--- config.mk ---
export PLATFORM = sky130hd
export DESIGN_NAME = uart_baudrate_tick_gen_flat
export DESIGN_NICKNAME = d
export VERILOG_FILES = /design/src/rtl/uart_baudrate_tick_gen_if.sv /design/src/rtl/uart_baudrate_tick_gen.sv /design/src/flat_wrapper.sv
export SDC_FILE = /design/constraint.sdc
export NUM_CORES = 1
export LEC_CHECK = 0
export CAP_MARGIN = 20
export CORE_MARGIN = 1.5
export CORE_UTILIZATION = 53
export CTS_CLUSTER_DIAMETER = 150
export DETAILED_ROUTE_END_ITERATION = 6
export PLACE_DENSITY = 0.74
export SYNTH_ARGS = -nofsm -noshare
export SYNTH_HDL_FRONTEND = slang
export SYNTH_SLANG_ARGS = --single-unit
--- constraint.sdc ---
create_clock -name clk -period 2.2 [get_ports clk]
set_clock_uncertainty 0.15 [all_clocks]
set_input_delay 0.66 -clock clk [delete_from_list [all_inputs] [get_ports clk]]
set_output_delay 0.66 -clock clk [all_outputs]
set_load 0.005 [all_outputs]
--- src/rtl/uart_baudrate_tick_gen_if.sv ---
// Interface bundling the enable inputs and tick outputs of the baud-rate tick generator.
//   I_baudrate_tx_clk_en : enable for the TX bit-rate tick counter
//   I_baudrate_rx_clk_en : enable for the RX oversampling tick counter
//   O_baudrate_tx_clk    : one-cycle TX bit tick
//   O_baudrate_rx_clk    : one-cycle RX oversample tick
// master drives the enables and consumes the ticks; slave is the generator side.
interface uart_baudrate_tick_gen_if;
  logic I_baudrate_tx_clk_en;
  logic I_baudrate_rx_clk_en;
  logic O_baudrate_tx_clk;
  logic O_baudrate_rx_clk;

  modport master (
    output I_baudrate_tx_clk_en,
    output I_baudrate_rx_clk_en,
    input  O_baudrate_tx_clk,
    input  O_baudrate_rx_clk
  );

  modport slave (
    input  I_baudrate_tx_clk_en,
    input  I_baudrate_rx_clk_en,
    output O_baudrate_tx_clk,
    output O_baudrate_rx_clk
  );
endinterface

--- src/rtl/uart_baudrate_tick_gen.sv ---
// Baud-rate tick generator: produces a TX bit-rate strobe (one per bit period) and an RX
// oversampling strobe (OVERSAMPLE per bit period). Both are registered clock-enable pulses,
// one clk wide, and run only while their enable is high; a low enable clears the channel.
// Ports:
//   clk   : system clock, rising edge
//   rst_n : synchronous active-low reset, priority over the enables
//   bus   : slave modport carrying the two enables and the two tick outputs
module uart_baudrate_tick_gen #(
  parameter int unsigned CLK_FREQ   = 50_000_000,
  parameter int unsigned BAUD_RATE  = 115200,
  parameter int unsigned OVERSAMPLE = 16
) (
  input  logic                     clk,
  input  logic                     rst_n,
  uart_baudrate_tick_gen_if.slave  bus
);

  // Rounded clocks-per-bit and clocks-per-oversample.
  localparam int unsigned TX_DIV = (CLK_FREQ + BAUD_RATE / 2) / BAUD_RATE;
  localparam int unsigned RX_DIV =
      (CLK_FREQ + (BAUD_RATE * OVERSAMPLE) / 2) / (BAUD_RATE * OVERSAMPLE);

  localparam int unsigned TX_W = (TX_DIV > 1) ? $clog2(TX_DIV) : 1;
  localparam int unsigned RX_W = (RX_DIV > 1) ? $clog2(RX_DIV) : 1;

  if (TX_DIV < 1) begin : gen_tx_div_err
    $error("uart_baudrate_tick_gen: TX_DIV must be >= 1 (CLK_FREQ too low)");
  end
  if (RX_DIV < 1) begin : gen_rx_div_err
    $error("uart_baudrate_tick_gen: RX_DIV must be >= 1 (CLK_FREQ too low)");
  end

  localparam logic [TX_W-1:0] TX_LAST = TX_W'(TX_DIV - 1);
  localparam logic [RX_W-1:0] RX_LAST = RX_W'(RX_DIV - 1);

  logic [TX_W-1:0] tx_cnt_q, tx_cnt_d;
  logic [RX_W-1:0] rx_cnt_q, rx_cnt_d;
  logic            tx_tick_q, tx_tick_d;
  logic            rx_tick_q, rx_tick_d;

  // A dropped enable wins over terminal count, so no partial or late tick escapes.
  always_comb begin
    tx_cnt_d  = '0;
    tx_tick_d = 1'b0;
    if (bus.I_baudrate_tx_clk_en) begin
      if (tx_cnt_q == TX_LAST) begin
        tx_tick_d = 1'b1;
      end else begin
        tx_cnt_d = tx_cnt_q + TX_W'(1);
      end
    end
  end

  always_comb begin
    rx_cnt_d  = '0;
    rx_tick_d = 1'b0;
    if (bus.I_baudrate_rx_clk_en) begin
      if (rx_cnt_q == RX_LAST) begin
        rx_tick_d = 1'b1;
      end else begin
        rx_cnt_d = rx_cnt_q + RX_W'(1);
      end
    end
  end

  always_ff @(posedge clk) begin
    if (!rst_n) begin
      tx_cnt_q  <= '0;
      rx_cnt_q  <= '0;
      tx_tick_q <= 1'b0;
      rx_tick_q <= 1'b0;
    end else begin
      tx_cnt_q  <= tx_cnt_d;
      rx_cnt_q  <= rx_cnt_d;
      tx_tick_q <= tx_tick_d;
      rx_tick_q <= rx_tick_d;
    end
  end

  assign bus.O_baudrate_tx_clk = tx_tick_q;
  assign bus.O_baudrate_rx_clk = rx_tick_q;

endmodule

--- src/flat_wrapper.sv ---
// flat-port wrapper written by rule: the top's interface ports become plain ports
module uart_baudrate_tick_gen_flat 
#(
  parameter int unsigned CLK_FREQ   = 50_000_000,
  parameter int unsigned BAUD_RATE  = 115200,
  parameter int unsigned OVERSAMPLE = 16
)
  (clk, rst_n, bus_I_baudrate_tx_clk_en, bus_I_baudrate_rx_clk_en, bus_O_baudrate_tx_clk, bus_O_baudrate_rx_clk);
  uart_baudrate_tick_gen_if bus_i ();
  input  logic clk;
  input  logic rst_n;
  input wire logic [$bits(bus_i.I_baudrate_tx_clk_en)-1:0] bus_I_baudrate_tx_clk_en;
  input wire logic [$bits(bus_i.I_baudrate_rx_clk_en)-1:0] bus_I_baudrate_rx_clk_en;
  output wire logic [$bits(bus_i.O_baudrate_tx_clk)-1:0] bus_O_baudrate_tx_clk;
  output wire logic [$bits(bus_i.O_baudrate_rx_clk)-1:0] bus_O_baudrate_rx_clk;
  assign bus_i.I_baudrate_tx_clk_en = bus_I_baudrate_tx_clk_en;
  assign bus_i.I_baudrate_rx_clk_en = bus_I_baudrate_rx_clk_en;
  assign bus_O_baudrate_tx_clk = bus_i.O_baudrate_tx_clk;
  assign bus_O_baudrate_rx_clk = bus_i.O_baudrate_rx_clk;
  uart_baudrate_tick_gen #(.CLK_FREQ(CLK_FREQ), .BAUD_RATE(BAUD_RATE), .OVERSAMPLE(OVERSAMPLE)) u_core (.clk(clk), .rst_n(rst_n), .bus(bus_i));
endmodule
Yosys cells after proc, flatten, opt, wreduce, memory -nomap -nowiden:

Cells that the tools add are included.

* memory bits (read-only): 0
* output and inout port bits: 2
* RAM bits: 0
* register bits after elaboration: 16
* bits in latches: 0
* memories kept: 0

* div/mod/pow operators: 0
* bitwise gates (word level): 3
* reduce and logical (&&, ||, !) cells: 4
* $mul: 0
* shifts and indexed selects: 0
* muxes and demuxes: 2
* order comparisons: 0
* eq/ne operators: 2
* $add $sub $neg: 2

Operators by type and width (number)
* $add A9 B1 Y9 const B: 1
* $eq A9 B9 Y1 const B: 1
* $reduce_or A3 Y1: 2
* $add A5 B1 Y5 const B: 1
* $eq A5 B5 Y1 const B: 1
* $reduce_and A2 Y1: 2
* $not A1 Y1: 3
* $mux W1: 2

Depth between registers and ports, before layout:

Gate-level depths: netlist of the first run.

* word-level depth: 2
* gate-level depth with buffers: 5
* mapped depth without buffers: 5

Worst setup path before layout of the first run:

No wires, ideal clock.

* path type: flip-flop to flip-flop
* start point: register u_core.tx_cnt_q[6]
* end point: register u_core.tx_cnt_q[2]
* stages on the path, launching flop included: 4
* buffers on the path: 0
* path slack: 0.644 ns
* arrival time: 1.279 ns
* required time: 1.923 ns
* period minus slack after synthesis: 1.556 ns
* cell sequence: dfxtp_1 or4b_4 o311ai_4 nor2_1

* cells in the longest elaborated chain, start to end: 2

RTL lines
* start, declared: RTL line uart_baudrate_tick_gen.sv:36 `logic [TX_W-1:0] tx_cnt_q, tx_cnt_d;`
* start signal, assigned: RTL line uart_baudrate_tick_gen.sv:73 `tx_cnt_q <= tx_cnt_d;`
* $eq A9 B9 Y1: RTL line uart_baudrate_tick_gen.sv:46 `if (tx_cnt_q == TX_LAST) begin`
* $reduce_or A3 Y1 (no line)

No other way between the ends.
A chain may end at the register's enable or synchronous reset.

Worst setup path after layout of the first run:

* start point: register u_core.rx_tick_q (netlist: u_core.bus.O_baudrate_rx_clk)
* end point: output bus_O_baudrate_rx_clk

RTL lines
* start, declared: RTL line uart_baudrate_tick_gen.sv:39 `logic rx_tick_q, rx_tick_d;`
* start signal, assigned: RTL line uart_baudrate_tick_gen.sv:76 `rx_tick_q <= rx_tick_d;`
* end, declared: RTL line flat_wrapper.sv:15 `output wire logic [$bits(bus_i.O_baudrate_rx_clk)-1:0] bus_O_baudrate_rx_clk;`

No word-level cell between the ends.

==> results_dict.tcl, run 1 <==
set metrics [dict create \
    cp_top_family "buffers and inverters" \
    hp-class "reg -> reg" \
    max-slew-margin-rel_pct 76.8 \
    switching_power_mw 0.104 \
    drive_above_1_share_pct 7.50 \
    timing.rr.end "u_core.tx_cnt_q[4]" \
    clock_power_share_pct 32.3 \
    postLayoutCellArea_um2 778 \
    comb_power_share_pct 4.7 \
    cts.clk_slew.worst_paths_ps 90 \
    ys_seq_elements 16 \
    cts_root_buf "clkbuf_4" \
    drc 0 \
    cts_setup_buffers 0 \
    required_ps 1390 \
    yosysWarnings 0 \
    outcome "completed" \
    worstPathArrival_ps 1090 \
    p_leak_nw 0.265 \
    setup-tns-final_ps 0 \
    htreeDepth 1 \
    p_int_mw 0.367 \
    first_iter_violations 12 \
    placed_cell_area_um2 756 \
    setup_viol 0 \
    syn_nets 80 \
    grt_pass1_vias 412 \
    postRouteAntennaNets 0 \
    path_cells "clkdlybuf4s50_1" \
    core_area_mm2 0.00116 \
    cts_buffers 3 \
    ios 6 \
    grt_overflow 0 \
    crit_slowest_cell "clkdlybuf4s50_1" \
    drv_cap 0 \
    holdPathStages 1 \
    wl_per_cell_um 12.9 \
    syn_inst 72 \
    vias 547 \
    critPathKind "reg -> out" \
    hold_viol_final 0 \
    first_pass_iters 4 \
    startpoint_type "flip-flop" \
    die_area_mm2 0.00152 \
    synth_area_per_cell_um2 9.56 \
    grt_pass1_wl_mm 1.93 \
    clock_path_buffers 2 \
    crit_buf_inv 1 \
    vdd_drop_max_mv 0.440 \
    reg2reg_slack_ps 480 \
    die_w_um 39.0 \
    yosysSeqAreaShare_pct 46.5 \
    synth_cell_types 23 \
    p_seq_share_pct 63.0 \
    clock-sinks 16 \
    max_freq_mhz 526 \
    routed_wl_mm 1.22 \
    rr_worst_depth 3 \
    end_kind "output pin" \
    netlist_area_um2 688 \
    startpoint "u_core.bus.O_baudrate_rx_clk" \
    rsz0062_at_grt "false" \
    worstHoldStart "u_core.tx_cnt_q[0]" \
    fin_nets 90 \
    cts_tree "built" \
    gp_congestion 0.691 \
    power_density_mw_per_mm2 605 \
    slew_viol_final 0 \
    die_height_um 39.0 \
    track_usage_pct 20.2 \
    grt_max_degree 9 \
    diodes 0 \
    io_buffers 5 \
    start_util_pct 59.5 \
    finalCritPeriodShare_pct 86.5 \
    cts.repair.resized 0 \
    r2r-start "u_core.tx_cnt_q[3]" \
    critPathMaxStageDelay_ps 490 \
    tightest_slew_ps 347 \
    period_minus_slack_ps 1900 \
    antenna_found_initial 0 \
    dp_hpwl_um 872 \
    area_growth_pct 13.1 \
    rows 12 \
    cts_hold_buf 0 \
    critPathMaxFanout 1 \
    switching_share_pct 22.2 \
    min_delay_worst_endpoint "u_core.tx_cnt_q[0]" \
    cp_num_cells 1 \
    clk_latency_ps 280 \
    via_per_inst 5.82 \
]
[power groups by stage]
stage / Sequential, mW / Combinational, mW / Clock [mW]
6_report: 0.297 / 0.0222 / 0.152
5_1_grt: 0.297 / 0.0249 / 0.172
4_1_cts: 0.297 / 0.0224 / 0.154
3_5_place_dp: 0.303 / 0.0222 / 0
3_3_place_gp: 0.303 / 0.0219 / 0
2_1_floorplan: 0.303 / 0.0119 / 0
[cell usage in the layout (no fill, tap or decap), drive strengths merged, types with 2 or more instances in the layout]
cell and instances:
clkbuf 3, xor2 4, ha 4, nand4 2
nand2 5, inv 5, xnor2 2, o311ai 2
nand3 6, clkdlybuf4s50 5, a31oi 3, nor2 11
dfxtp 16, or3 2
[registers in the layout, summed over array words and instances, names as in the netlist]
signal and cells:
u_core.bus.O_baudrate_rx_clk 1, u_core.bus.O_baudrate_tx_clk 1, u_core.rx_cnt_q 5, u_core.tx_cnt_q 9
[metal layers]
layer | global-route usage [%] | vias to the layer above | wire length [um]
li1 | - | 271 | -
met1 | 26.5 | 259 | 601
met2 | 26.3 | 13 | 528
met3 | 8.67 | 4 | 67
met4 | 12.9 | 0 | 19
met5 | 0 | - | 0
[Yosys cell counts]
| master | count | area (um2) |
|---|---|---|
| o221ai_1 | 1 | 8.76 |
| nand2_1 | 5 | 18.8 |
| nand4b_1 | 1 | 8.76 |
| a21oi_1 | 1 | 5.00 |
| nor4_1 | 1 | 6.26 |
| nand2b_1 | 1 | 6.26 |
| a31oi_1 | 3 | 18.8 |
| ha_1 | 4 | 50.1 |
| or3_1 | 2 | 12.5 |
| nor2_1 | 11 | 41.3 |
| nand3_1 | 6 | 30.0 |
| o21ai_0 | 1 | 5.00 |
| o311ai_4 | 1 | 26.3 |
| xnor2_1 | 2 | 17.5 |
| nand4_1 | 2 | 12.5 |
| dfxtp_1 | 16 | 320 |
| or3b_2 | 1 | 8.76 |
| or4_1 | 1 | 7.51 |
| xor2_1 | 4 | 35.0 |
| o311ai_0 | 1 | 8.76 |
| or4b_4 | 1 | 13.8 |
| inv_1 | 5 | 18.8 |
| o211ai_1 | 1 | 7.51 |
[how the worst max path moves through the flow]
stage,end
2_1_floorplan,u_core.tx_cnt_q[2]
3_3_place_gp,u_core.bus.O_baudrate_tx_clk
3_5_place_dp,u_core.bus.O_baudrate_tx_clk
4_1_cts,bus_O_baudrate_rx_clk
5_1_grt,bus_O_baudrate_rx_clk
6_report,bus_O_baudrate_rx_clk
[layout make-up]
| class | instances | area, um2 |
|---|---|---|
| Fill cell | 104 | 378 |
| Inverter | 5 | 18.8 |
| Multi-Input combinational cell | 51 | 349 |
| Clock buffer | 3 | 22.5 |
| Timing Repair Buffer | 5 | 50.0 |
| Tap cell | 14 | 17.5 |
| Sequential cell | 16 | 320 |
[stage by stage]
step / setup WS [ps] / util (%) / hold slack [ps] / cells / power (mW)
2_1_floorplan: 644 / - / 280 / 72 / 0.315
3_3_place_gp: 329 / 65.4 / 300 / 91 / 0.325
3_5_place_dp: 311 / 65.4 / 314 / 91 / 0.326
4_1_cts: 286 / 67.3 / 335 / 94 / 0.473
5_1_grt: 227 / 67.3 / 355 / 94 / 0.494
6_report: 298 / 67.3 / 330 / 94 / 0.471
[cell families (layout without fill, tap and decap cells)]
kind of cell | count (synthesis) | after routing | synth area share [%]
AOI/OAI and AO/OA | 9 | 9 | 11.6
xor gates and xnor gates | 6 | 6 | 7.64
adders and majority gates | 4 | 4 | 7.27
buffers and inverters | 5 | 13 | 2.73
DFF | 16 | 16 | 46.5
and+or+nand+nor | 32 | 32 | 24.2
Power figures use the tool's default switching activity.
==> run 2, diff against run 1 <==
--- a/config.mk
+++ b/config.mk
@@ -10,7 +10,9 @@
 export CORE_UTILIZATION = 53
 export CTS_CLUSTER_DIAMETER = 150
 export DETAILED_ROUTE_END_ITERATION = 6
+export GPL_TIMING_DRIVEN = 1
 export PLACE_DENSITY = 0.74
+export SLEW_MARGIN = 20
 export SYNTH_ARGS = -nofsm -noshare
 export SYNTH_HDL_FRONTEND = slang
 export SYNTH_SLANG_ARGS = --single-unit
==> constraint.sdc (replaced) <==
create_clock -name clk -period 1.8 [get_ports clk]
set_clock_uncertainty 0.15 [all_clocks]
set_input_delay 0.54 -clock clk [delete_from_list [all_inputs] [get_ports clk]]
set_output_delay 0.54 -clock clk [all_outputs]
set_load 0.005 [all_outputs]
==> results_dict.tcl, run 2 (synthesized netlist as in run 1, its figures left out) <==
set metrics [dict create \
    antenna_found_initial 0 \
    drc 0 \
    period_minus_slack_ps 1690 \
    core_area_mm2 0.00116 \
    multiInputGateArea_um2 349 \
    start_util_pct 59.5 \
    htreeDepth 1 \
    setup_viol 0 \
    area_growth_pct 17.1 \
    register_area_um2 320 \
    die_area_mm2 0.00152 \
    largest_reg_flops 9 \
    dp_hpwl_um 834 \
    grt_max_degree 9 \
    drive_above_1_share_pct 10.8 \
    hp-class "reg -> reg" \
    fin_nets 93 \
    path_cells "or4b_4 -> o311ai_4 -> nor2_1" \
    diodes 0 \
    cts_tree "built" \
    worstPathArrival_ps 1710 \
    vias 529 \
    cts.clk_slew.worst_paths_ps 80 \
    cts_root_buf "clkbuf_4" \
    grt_overflow 0 \
    required_ps 1810 \
    clock-sinks 16 \
    max_freq_mhz 591 \
    rsz0062_at_grt "false" \
    fin_util_pct 69.7 \
    power_density_mw_per_mm2 712 \
    slew_viol_final 0 \
    first_iter_violations 13 \
    end_kind "flip-flop" \
    reg.largest.list "u_core.tx_cnt_q: 9 flops, u_core.rx_cnt_q: 5 flops" \
    critPathKind "reg -> reg" \
    placed_cell_area_um2 778 \
    critPathMaxStageDelay_ps 580 \
    cts_buffers 3 \
    wl_per_cell_um 11.5 \
    layout_common_cells "16 x dfxtp_1, 11 x nor2_1, 6 x nand3_1" \
    hold_viol_final 0 \
    critPathMaxFanout 5 \
    drv_cap 0 \
    grt_pass1_wl_mm 1.66 \
    die_height_um 39.0 \
    track_usage_pct 16.9 \
    fillers 111 \
    largest-register "u_core.tx_cnt_q" \
    clock_path_buffers 2 \
    final_common_cell "dfxtp_1" \
    postLayoutCellArea_um2 806 \
    crit_slowest_cell "or4b_4" \
    die_w_um 39.0 \
    first_pass_iters 4 \
    io_buffers 5 \
    gp_congestion 0.701 \
    postRouteAntennaNets 0 \
    ios 6 \
    outcome "completed" \
    grt_pass1_vias 393 \
    startpoint_type "flip-flop" \
    vdd_drop_max_mv 0.583 \
    setup-tns-final_ps 0 \
    tightest_slew_ps 367 \
    clk_latency_ps 290 \
    routed_wl_mm 1.12 \
    rows 12 \
    max-slew-margin-rel_pct 75.5 \
    cts_setup_buffers 0 \
    p_leak_nw 0.318 \
    finalCritPeriodShare_pct 94.1 \
    via_per_inst 5.45 \
]
==> run 2: cell count changes in the layout (fill, tap and decap cells not counted), sizes merged <==
cell / change
buf: +3
clkdlybuf4s50: -2
dlymetal6s2s: +2
==> run 2: worst max-delay path, delay by kind of cell (launching register included) <==
| kind | cells | cell delay [ps] |
|---|---|---|
| and+or+nand+nor | 2 | 670 |
| AOI/OAI and AO/OA | 1 | 400 |
| DFF | 1 | 360 |
==> run 2: metal layers <==
metal	vias to the layer above	track usage, %	wire length (um)	part of all wire, %
met2	9	22.5	449	40
met3	3	8.67	64	5.7
met5	-	0	0	0
li1	278	-	-	-
met1	239	22.1	589	53
met4	0	7.76	17	1.5
==> run 2: through the flow <==
| step | hold WS [ps] | setup WS (ps) | power (mW) | std cells |
|---|---|---|---|---|
| 2_1_floorplan | 280 | 244 | 0.385 | 72 |
| 3_3_place_gp | 301 | 104 | 0.399 | 94 |
| 3_5_place_dp | 309 | 89.1 | 0.400 | 94 |
| 4_1_cts | 330 | 8.54 | 0.579 | 97 |
| 5_1_grt | 367 | 49.0 | 0.596 | 97 |
| 6_report | 332 | 107 | 0.574 | 97 |
==> run 2: path summary, 6_finish.rpt <==
check | from | endpoint | slack, ps | depth (start not counted)
worst min register to register | u_core.rx_cnt_q[0] | u_core.rx_cnt_q[0] | 330 | 1
worst min-delay path | u_core.rx_cnt_q[0] | u_core.rx_cnt_q[0] | 330 | 1
worst max-delay path | u_core.tx_cnt_q[3] | u_core.tx_cnt_q[3] | 110 | 3
worst max register to register | u_core.tx_cnt_q[3] | u_core.tx_cnt_q[3] | 110 | 3
==> run 2: final cells by class <==
| cell class | count | share of cell area [%] |
|---|---|---|
| Clock buffer | 3 | 2.80 |
| Inverter | 5 | 2.33 |
| Multi-Input combinational cell | 51 | 43.3 |
| Sequential cell | 16 | 39.8 |
| Tap cell | 14 | 2.17 |
| Timing Repair Buffer | 8 | 9.63 |
==> run 2: power by group <==
part           internal (mW)  leakage (nW)  total, mW  switching [mW]
Combinational         0.0140         0.175     0.0292          0.0152
Sequential             0.358         0.129      0.362         0.00446
Clock                 0.0778        0.0138      0.182           0.104
==> run 2: repair_timing <==
| action | in CTS | in global routing |
|---|---|---|
| hold buffers | 0 | 0 |
| resized for setup | 0 | 2 |
| setup endpoints to repair | 0 | 2 |
==> run 3, diff against run 2 <==
--- a/config.mk
+++ b/config.mk
@@ -6,12 +6,13 @@
 export NUM_CORES = 1
 export LEC_CHECK = 0
 export CAP_MARGIN = 20
-export CORE_MARGIN = 1.5
-export CORE_UTILIZATION = 53
+export CORE_AREA = 2 2 39 41
 export CTS_CLUSTER_DIAMETER = 150
 export DETAILED_ROUTE_END_ITERATION = 6
+export DIE_AREA = 0 0 41 43
+export DONT_BUFFER_PORTS = 1
 export GPL_TIMING_DRIVEN = 1
-export PLACE_DENSITY = 0.74
+export PLACE_DENSITY = 0.67
 export SLEW_MARGIN = 20
 export SYNTH_ARGS = -nofsm -noshare
 export SYNTH_HDL_FRONTEND = slang
==> constraint.sdc (replaced) <==
create_clock -name clk -period 2.05 [get_ports clk]
set_clock_uncertainty 0.15 [all_clocks]
set_input_delay 0.615 -clock clk [delete_from_list [all_inputs] [get_ports clk]]
set_output_delay 0.615 -clock clk [all_outputs]
set_load 0.005 [all_outputs]
==> results_dict.tcl, run 3 (synthesized netlist as in run 1, its figures left out) <==
set metrics [dict create \
    outcome "completed" \
    ios 6 \
    critPathKind "reg -> reg" \
    worstHoldStart "rst_n" \
    cts_root_buf "clkbuf_4" \
    largest-register "u_core.tx_cnt_q" \
    placed_cell_area_um2 708 \
    worstPathArrival_ps 1690 \
    drive_above_1_share_pct 9.21 \
    clock-sinks 16 \
    multiInputGateArea_um2 349 \
    die_height_um 43 \
    reg2reg_slack_ps 380 \
    postRouteAntennaNets 0 \
    via_per_inst 5.36 \
    cts.repair.resized 0 \
    tightest_slew_ps 352 \
    switching_power_mw 0.106 \
    dp_hpwl_um 777 \
    diodes 0 \
    max-slew-margin-rel_pct 76.5 \
    grt_pass1_vias 424 \
    comb_power_share_pct 3.0 \
    rr_worst_depth 3 \
    drv_cap 0 \
    gp_congestion 0.828 \
    die_w_um 41 \
    postLayoutCellArea_um2 744 \
    timing.rr.end "u_core.tx_cnt_q[2]" \
    cts_buffers 3 \
    area_growth_pct 8.18 \
    finalCritPeriodShare_pct 81.7 \
    p_int_mw 0.429 \
    vdd_drop_max_mv 0.359 \
    register_area_um2 320 \
    vias 493 \
    end_kind "flip-flop" \
    holdPathStages 2 \
    layout_common_cells "16 x dfxtp_1, 11 x nor2_1, 6 x nand3_1" \
    cts_hold_buf 0 \
    p_seq_share_pct 59.5 \
    switching_share_pct 19.9 \
    hold_slack_ps 287 \
    start_util_pct 49.7 \
    critPathMaxFanout 5 \
    setup_viol 0 \
    grt_max_degree 10 \
    r2r-start "u_core.tx_cnt_q[3]" \
    grt_pass1_wl_mm 1.65 \
    htreeDepth 1 \
    startpoint_type "flip-flop" \
    period_minus_slack_ps 1670 \
    hold_viol_final 0 \
    reg.largest.list "u_core.tx_cnt_q: 9 flops, u_core.rx_cnt_q: 5 flops" \
    grt_overflow 0 \
    rows 14 \
    p_leak_nw 0.254 \
    power_density_mw_per_mm2 718 \
    track_usage_pct 14.5 \
    cts_tree "built" \
    first_iter_violations 4 \
    final_common_cell "dfxtp_1" \
    core_area_mm2 0.00138 \
    die_area_mm2 0.00176 \
    dp.cells 88 \
    setup-tns-final_ps 0 \
    wl_per_cell_um 11.0 \
    fillers 124 \
    finalPower_mw 0.535 \
    clk_latency_ps 280 \
    clock_path_buffers 2 \
    fin_nets 85 \
    required_ps 2060 \
    io_buffers 0 \
    drc 0 \
    clock_power_share_pct 37.5 \
    rsz0062_at_grt "false" \
    first_pass_iters 4 \
    largest_reg_flops 9 \
    min_delay_worst_endpoint "u_core.bus.O_baudrate_rx_clk" \
    max_freq_mhz 597 \
    cts_setup_buffers 0 \
    cts.clk_slew.worst_paths_ps 90 \
    instances_no_fill 92 \
    slew_viol_final 0 \
    hp-class "in -> reg" \
    antenna_found_initial 0 \
    routed_wl_mm 1.01 \
]
-- run 3: cell types whose count changed in the layout (fill, tap and decap cells not counted), sizes merged --
cell / previous run / this run
dlymetal6s2s: 2 / 0
clkdlybuf4s50: 3 / 0
clkbuf: 3 / 4
buf: 3 / 0
-- run 3: worst max-delay path, cell delays in order, from the launching register on --
cell,delay (ps)
dfxtp_1,360
or4b_4,570
o311ai_4,390
nor2_1,90
-- run 3: power groups by stage --
stage,Combinational (mW),Sequential (mW),Clock (mW)
2_1_floorplan,0.0128,0.325,0
3_3_place_gp,0.0157,0.326,0
3_5_place_dp,0.0160,0.326,0
4_1_cts,0.0159,0.318,0.211
5_1_grt,0.0183,0.319,0.224
6_report,0.0158,0.318,0.201
-- run 3: how the worst max path moves through the flow --
stage                            start            endpoint  slack, ps
detailed placement  u_core.tx_cnt_q[6]  u_core.tx_cnt_q[2]        390
finish              u_core.tx_cnt_q[3]  u_core.tx_cnt_q[2]        380
global placement    u_core.tx_cnt_q[6]  u_core.tx_cnt_q[2]        400
CTS                 u_core.tx_cnt_q[6]  u_core.tx_cnt_q[2]        380
floorplan           u_core.tx_cnt_q[6]  u_core.tx_cnt_q[2]        490
global route        u_core.tx_cnt_q[6]  u_core.tx_cnt_q[2]        310
-- run 3: final cells by class --
cell class	instances	share of cell area (%)
clock buffers	4	4.87
inverters	5	2.52
multi-input cells	51	46.9
flip-flops and latches	16	43.0
well taps	16	2.69
-- run 3: per-stage QoR --
stage,utilization [%],worst slack (ps)
after floorplan,-,494
after global placement,51.2,405
after detailed placement,51.2,387
after CTS,53.8,381
after global routing,53.8,307
final,53.8,376
-- run 3: metal layers --
metal	global-route usage [%]	routed length (um)	part of all wire [%]
met1	19.3	532	53
met4	12.0	36	3.6
met5	0	0	0
met2	18.1	394	39
met3	4.71	46	4.6
